$ cat config.mk
export PLATFORM = sky130hd
export DESIGN_NAME = seq_mult_addshift
export DESIGN_NICKNAME = d
export VERILOG_FILES = /design/src/rtl/seq_mult_addshift.sv
export SDC_FILE = /design/constraint.sdc
export NUM_CORES = 1
export LEC_CHECK = 0
export BUFFER_PORTS_ARGS = -buffer_cell sky130_fd_sc_hd__buf_2
export CAP_MARGIN = 15
export CORE_ASPECT_RATIO = 0.9
export CORE_UTILIZATION = 55
export DETAILED_ROUTE_END_ITERATION = 7
export GPL_ROUTABILITY_DRIVEN = 0
export HOLD_SLACK_MARGIN = 0.02
export PLACE_DENSITY = 0.79
export SLEW_MARGIN = 25
export SYNTH_ARGS = -nofsm -noshare
export SYNTH_HDL_FRONTEND = slang
export SYNTH_SLANG_ARGS = --single-unit
$ cat constraint.sdc
create_clock -name Clk -period 3.7 [get_ports Clk]
set_input_delay 0 -clock Clk [delete_from_list [all_inputs] [get_ports Clk]]
set_output_delay 0 -clock Clk [all_outputs]
set_load 0.005 [all_outputs]
$ cat src/rtl/seq_mult_addshift.sv
// Sequential add-shift multiplier: one partial-product step per clock, signed or unsigned,
// producing {A,B} as a 2*WIDTH-bit product after WIDTH steps.
module seq_mult_addshift #(
    parameter  int WIDTH = 8,
    localparam int CNT_W = $clog2(WIDTH + 1)
) (
    input  logic               Clk,
    input  logic               Reset,
    input  logic               Run,
    input  logic               Signed_Mode,
    input  logic [WIDTH-1:0]   Multiplicand,
    input  logic [WIDTH-1:0]   Multiplier,
    output logic [2*WIDTH-1:0] Product,
    output logic               X,
    output logic               Busy,
    output logic               Done
);

    // Run/Done handshake: a high Run sampled in IDLE starts an operation; Done stays
    // high until Run is sampled low, so every start needs Run to drop after completion.
    typedef enum logic [1:0] {IDLE, CALC, DONE} state_t;

    state_t             state;
    logic [WIDTH-1:0]   a_reg;
    logic [WIDTH-1:0]   b_reg;
    logic [WIDTH-1:0]   s_reg;
    logic               x_reg;
    logic               mode;
    logic [CNT_W-1:0]   count;
    logic               busy_reg;
    logic               done_reg;

    logic [WIDTH:0]     ext_a;
    logic [WIDTH:0]     ext_s;
    logic [WIDTH:0]     sum;
    logic               last_step;

    assign last_step = (count == CNT_W'(WIDTH - 1));

    // The top multiplier bit carries negative weight in signed mode, hence the final subtract.
    always_comb begin
        ext_a = {mode & a_reg[WIDTH-1], a_reg};
        ext_s = {mode & s_reg[WIDTH-1], s_reg};
        sum   = ext_a;
        if (b_reg[0]) begin
            if (mode && last_step)
                sum = ext_a - ext_s;
            else
                sum = ext_a + ext_s;
        end
    end

    always_ff @(posedge Clk or posedge Reset) begin
        if (Reset) begin
            state    <= IDLE;
            a_reg    <= '0;
            b_reg    <= '0;
            s_reg    <= '0;
            x_reg    <= 1'b0;
            mode     <= 1'b0;
            count    <= '0;
            busy_reg <= 1'b0;
            done_reg <= 1'b0;
        end else begin
            case (state)
                IDLE: begin
                    if (Run) begin
                        s_reg    <= Multiplicand;
                        b_reg    <= Multiplier;
                        a_reg    <= '0;
                        x_reg    <= 1'b0;
                        mode     <= Signed_Mode;
                        count    <= '0;
                        state    <= CALC;
                        busy_reg <= 1'b1;
                    end
                end
                CALC: begin
                    // sum[WIDTH] is the sign (signed) or the carry (unsigned); either way it becomes A's MSB.
                    a_reg <= sum[WIDTH:1];
                    b_reg <= {sum[0], b_reg[WIDTH-1:1]};
                    x_reg <= mode & sum[WIDTH];
                    count <= count + 1'b1;
                    if (last_step) begin
                        state    <= DONE;
                        busy_reg <= 1'b0;
                        done_reg <= 1'b1;
                    end
                end
                DONE: begin
                    if (!Run) begin
                        state    <= IDLE;
                        done_reg <= 1'b0;
                    end
                end
                default: begin
                    state    <= IDLE;
                    busy_reg <= 1'b0;
                    done_reg <= 1'b0;
                end
            endcase
        end
    end

    assign Product = {a_reg, b_reg};
    assign X       = x_reg;
    assign Busy    = busy_reg;
    assign Done    = done_reg;

endmodule

After elaboration in Yosys (flattened, before gate mapping)
Cells that the tools add are included.

word-level totals
  logic and storage cells = 51
  output and inout bits = 19
  bits in registers = 34
  bits of input ports = 20

cells by class
  eq/ne operators = 6
  reductions and logical operators = 8
  add/sub/neg operators = 3
  bitwise logic cells = 5
  multiplexer cells = 20

operators by type and width
  cell                                                              count
  8-bit one-hot mux with 2 select lines                             2
  9-bit 2-to-1 mux                                                  2
  8-bit 2-to-1 mux                                                  2
  9-bit adder                                                       1
  3-bit AND reduction                                               3
  9-bit subtractor                                                  1
  4-bit one-hot mux with 2 select lines                             1
  2-bit 2-to-1 mux                                                  3
  2-bit inequality test (second input constant)                     3
  1-bit one-hot mux with 3 select lines                             2
  2-bit one-hot mux with 3 select lines                             1
  1-bit 2-to-1 mux                                                  5
  4-bit by 1-bit adder with 4-bit output (second input constant)    1
  4-bit by 3-bit == test with 1-bit output (second input constant)  1
  4-bit 2-to-1 mux                                                  1
  2-bit AND reduction                                               2
  1-bit AND                                                         3
  2-bit by 1-bit == test with 1-bit output (second input constant)  1
  2-bit == test (second input constant)                             1
  2-bit zero test                                                   1
  1-bit NOT                                                         2
  1-bit one-hot mux with 2 select lines                             1
  2-bit nonzero test                                                1
  1-bit logical AND                                                 1

Depth between registers and ports, before layout
  depth after elaboration = 6
  mapped depth = 12
  mapped depth without buffers = 12

Worst setup path after synthesis
Ideal clock, no wire load.

  path kind = flip-flop to flip-flop
  start point = register count[0]
  end point = register x_reg, in the netlist X
  setup time = 0.069 ns
  data arrival time = 2.485 ns
  buffers on the path = 1
  period minus slack after synthesis = 2.554 ns
  cell stages (with the launch flop) = 13
  required time = 3.631 ns
  slack = 1.146 ns
  cells stage by stage = dfrtp_1 ha_1 and4b_1 buf_6 a21oi_1 xnor2_1 ha_1 nand4_1 a21oi_1 and3b_2 xnor2_1 or3_1 nand3_1

between the ends
  longest elaborated chain between the ends = 6

RTL lines
  item                                      RTL line  source
  start, declared                           29        logic [CNT_W-1:0] count;
  start signal, assigned                    83        count <= count + 1'b1;
  4-bit by 3-bit == test with 1-bit output  38        assign last_step = (count == CNT_W'(WIDTH - 1));
  1-bit logical AND                         46        if (mode && last_step)
  9-bit 2-to-1 mux                          46
  9-bit 2-to-1 mux                          45        if (b_reg[0]) begin
  1-bit AND                                 82        x_reg <= mode & sum[WIDTH];
  1-bit one-hot mux with 2 select lines     65        case (state)
  end signal, assigned                      82
  end, declared                             27        logic x_reg;

No other way between the ends.
A chain may end at the register's enable or synchronous reset.

Final worst setup path
  start point = register count[0]
  end point = register a_reg[6]

between the ends
  longest elaborated chain between the ends = 5

RTL lines
  item                                      RTL line  source
  4-bit by 3-bit == test with 1-bit output  38
  1-bit logical AND                         46
  9-bit 2-to-1 mux                          46
  9-bit 2-to-1 mux                          45
  8-bit one-hot mux with 2 select lines     65
  end signal, assigned                      80        a_reg <= sum[WIDTH:1];
  end, declared                             24        logic [WIDTH-1:0] a_reg;

No other way between the ends.

==> flow_metrics.py <==
metrics = {
    "power": {
        "comb_power_share_pct": 58.3,
        "p_sw_share_pct": 45.2,
        "internal-power_mw": 1.38,
        "power_frac_seq_pct": 30.2,
        "power_frac_clock_pct": 11.4,
        "ir_drop_mv": 0.541,
        "cellLeakagePower_nw": 1.16,
        "switching_power_mw": 1.14,
        "powerDensity_mw_per_mm2": 1010,
    },
    "hold_path": {
        "hold_class": "input pin to flop",
    },
    "worst_setup_path": {
        "cpPeakStageDelay_ns": 0.41,
        "critPathRequiredTime_ns": 3.87,
        "endpoint_kind": "flop",
        "cpMostUsedCell": "ha_1",
        "critPathLaunchType": "flop",
        "crit_type": "flop to flop",
        "worstPathMaxFanout": 8,
        "path_cells": "ha_1 > and4b_1 > mux2i_1 > ha_1 > nor2b_1 > o21a_1 > o21ai_0 > a21oi_1 > mux2_2 > nand3_1",
        "critical_path_arrival_ns": 3.10,
        "slowest_stage": "and4b_1",
    },
    "final_layout": {
        "area.growth.synth_to_final_pct": 24.8,
        "nets": 316,
        "seqCellArea_sq_um": 851,
        "multiInputGateArea_sq_mm": 0.00107,
        "fillers": 274,
        "drive_above_1_share_pct": 18.9,
        "stdcell_count": 330,
        "antenna_cells": 0,
    },
    "global_routing": {
        "grtUsageTotal_pct": 27.1,
        "grt_start_max_net_pins": 35,
        "antenna_found_initial": 0,
        "grt_pass1_wl_mm": 7.77,
        "grt_pass1_vias": 1689,
        "gr-total-overflow": 0,
    },
    "sta": {
        "finClkSkew_ns": 0.00609,
        "relSlewSlack_pct": 35.6,
        "min_period_ns": 2.93,
        "hold_viol_final": 0,
        "fin_crit_sh_pct": 79.1,
        "timing.fmax_mhz": 342,
        "setup_viol": 0,
        "tns_ns": 0,
        "rsz0062_at_grt": "false",
        "maxSlewViolCount": 0,
        "worst_slew_pin_slew_ns": 0.964,
    },
    "clock_network": {
        "clock_path_buffers": 2,
        "path_clk_slew_ns": 0.07,
        "postCtsSetupRepairBufs": 0,
        "cts_hold_buf": 18,
        "htreeDepth": 2,
        "cts_root_buf": "clkbuf_8",
        "clk_latency_ns": 0.29,
        "numClockSinks": 34,
        "cts_resized": 0,
        "cts_tree": "yes",
        "cts_made_buffers": 5,
    },
    "synthesis": {
        "synthFlopType": "dfrtp_1",
        "yosys_warnings": 0,
        "synth.distinct_cells": 34,
        "synthesis.nets": 260,
        "synth_edf_count": 0,
        "syn_area_sq_mm": 0.00199,
        "postSynthAreaPerCell_sq_um": 8.71,
        "synth_async_sr_flop_share_pct": 100,
        "yosys_register_bits": 34,
        "synth_cells": 229,
        "ys_seq_area_share_pct": 42.7,
    },
    "floorplan": {
        "fp-row-count": 20,
        "die_w_um": 65.5,
        "ios": 39,
        "initial_core_util_pct": 58.2,
        "die_h_um": 59.1,
        "core_area_sq_mm": 0.00343,
        "die_area_sq_mm": 0.00387,
    },
    "drt": {
        "drt-total-wl_mm": 4.62,
        "route.detailed.drc": 0,
        "vias": 1850,
        "wire_per_inst_um": 14.0,
        "drt_iter0_drc": 107,
        "drtAntennaViolNets": 0,
        "firstDrtPassIters": 4,
        "via_per_inst": 5.61,
    },
    "job": {
        "drv_cap": 0,
    },
    "placement": {
        "dp.cells": 304,
        "numPortBuffers": 38,
        "dpl.hpwl_mm": 3.03,
    },
    "outcome": {
        "outcome": "complete, no violations",
    },
}
[worst paths after layout]
| check | cells past startpoint | slack, ns | endpoint | start |
|---|---|---|---|---|
| worst max-delay path | 10 | 0.77 | a_reg[6] | count[0] |
| worst min-delay path | 3 | 0.03 | b_reg[5] | Multiplier[5] |
| worst max register to register | 10 | 0.77 | a_reg[6] | count[0] |
| worst min register to register | 2 | 0.53 | b_reg[1] | b_reg[1] |
| max in group asynchronous | 4 | 3.05 | s_reg[7] | Reset |
| min in group asynchronous | 4 | 0.34 | a_reg[2] | Reset |
[synth_stat cells (all sizes together), types with 2 or more instances]
cell / count / share of area [%]
o22ai: 9 / 2.8
xnor2: 9 / 4.0
nand3b: 6 / 2.3
buf: 2 / 0.75
mux2i: 4 / 2.0
a31oi: 5 / 1.6
nor3: 3 / 0.75
nor4: 2 / 1.4
nand2: 35 / 6.6
nand3: 19 / 4.8
clkbuf: 8 / 1.5
ha: 10 / 6.3
dfrtp: 34 / 43
nand4: 4 / 1.3
inv: 8 / 1.5
nor2: 22 / 4.1
o21ai: 17 / 4.5
or3: 2 / 0.63
a21oi: 14 / 3.7
mux2: 2 / 1.1
nor2b: 5 / 1.6
[per-stage QoR]
| step | power (mW) | hold slack (ns) | setup WS (ns) | cell area (sq um) | utilization [%] |
|---|---|---|---|---|---|
| after floorplan | 1.84 | 0.105 | 1.15 | 1990 | - |
| after global placement | 2.16 | 0.110 | 0.974 | 2220 | 64.7 |
| after detailed placement | 2.20 | 0.116 | 0.836 | 2220 | 64.7 |
| after CTS | 2.52 | 0.0286 | 0.770 | 2490 | 72.6 |
| after global routing | 2.76 | 0.0367 | 0.579 | 2490 | 72.6 |
| final | 2.52 | 0.0315 | 0.772 | 2490 | 72.6 |
[power groups by stage]
stage	Sequential (mW)	Combinational (mW)	Clock (mW)
2_1_floorplan	0.714	1.12	0
4_1_cts	0.760	1.47	0.292
6_report	0.763	1.47	0.288
5_1_grt	0.795	1.65	0.313
3_3_place_gp	0.760	1.40	0
3_5_place_dp	0.765	1.43	0
[placed cells by master, fill, tap and decap left out, types with 8 or more instances in the layout]
cell,n
buf_2,38
nand2_1,35
dfrtp_1,34
nor2_1,22
nand3_1,19
dlygate4sd3_1,18
o21ai_0,16
a21oi_1,13
ha_1,10
o22ai_1,9
xnor2_1,9
inv_1,8
[worst max-delay path, delay by kind of cell, from the launching register on]
family                     cells  cell delay [ns]
muxes                          2             0.64
and+or+nand+nor                3             0.62
AOI/OAI and AO/OA              3             0.62
adders and majority gates      2             0.56
DFF                            1             0.38
[routing by layer]
metal | part of all wire, % | vias up | GRT usage (%)
li1 | - | 921 | -
met1 | 46 | 882 | 34.7
met2 | 47 | 34 | 43.0
met3 | 4.1 | 13 | 8.08
met4 | 2.7 | 0 | 10.9
met5 | 0 | - | 0
[cell type report]
type,instances,share of cell area (%)
repair buffers,59,15.8
inverters,8,1.21
clock buffers,7,3.47
multi-input cells,177,42.9
well taps,44,2.21
clock inverters,1,0.201
flip-flops and latches,34,34.2
[cells by family after synthesis]
logic type | Yosys count | share of synthesized area, %
and+or+nand+nor | 102 | 25.0
buffers and inverters | 18 | 3.76
xor gates and xnor gates | 10 | 4.39
AOI/OAI and AO/OA | 48 | 13.7
DFF | 34 | 42.7
muxes | 6 | 3.14
adders and majority gates | 11 | 7.28
Note: power is estimated with default switching activity, not from simulation.
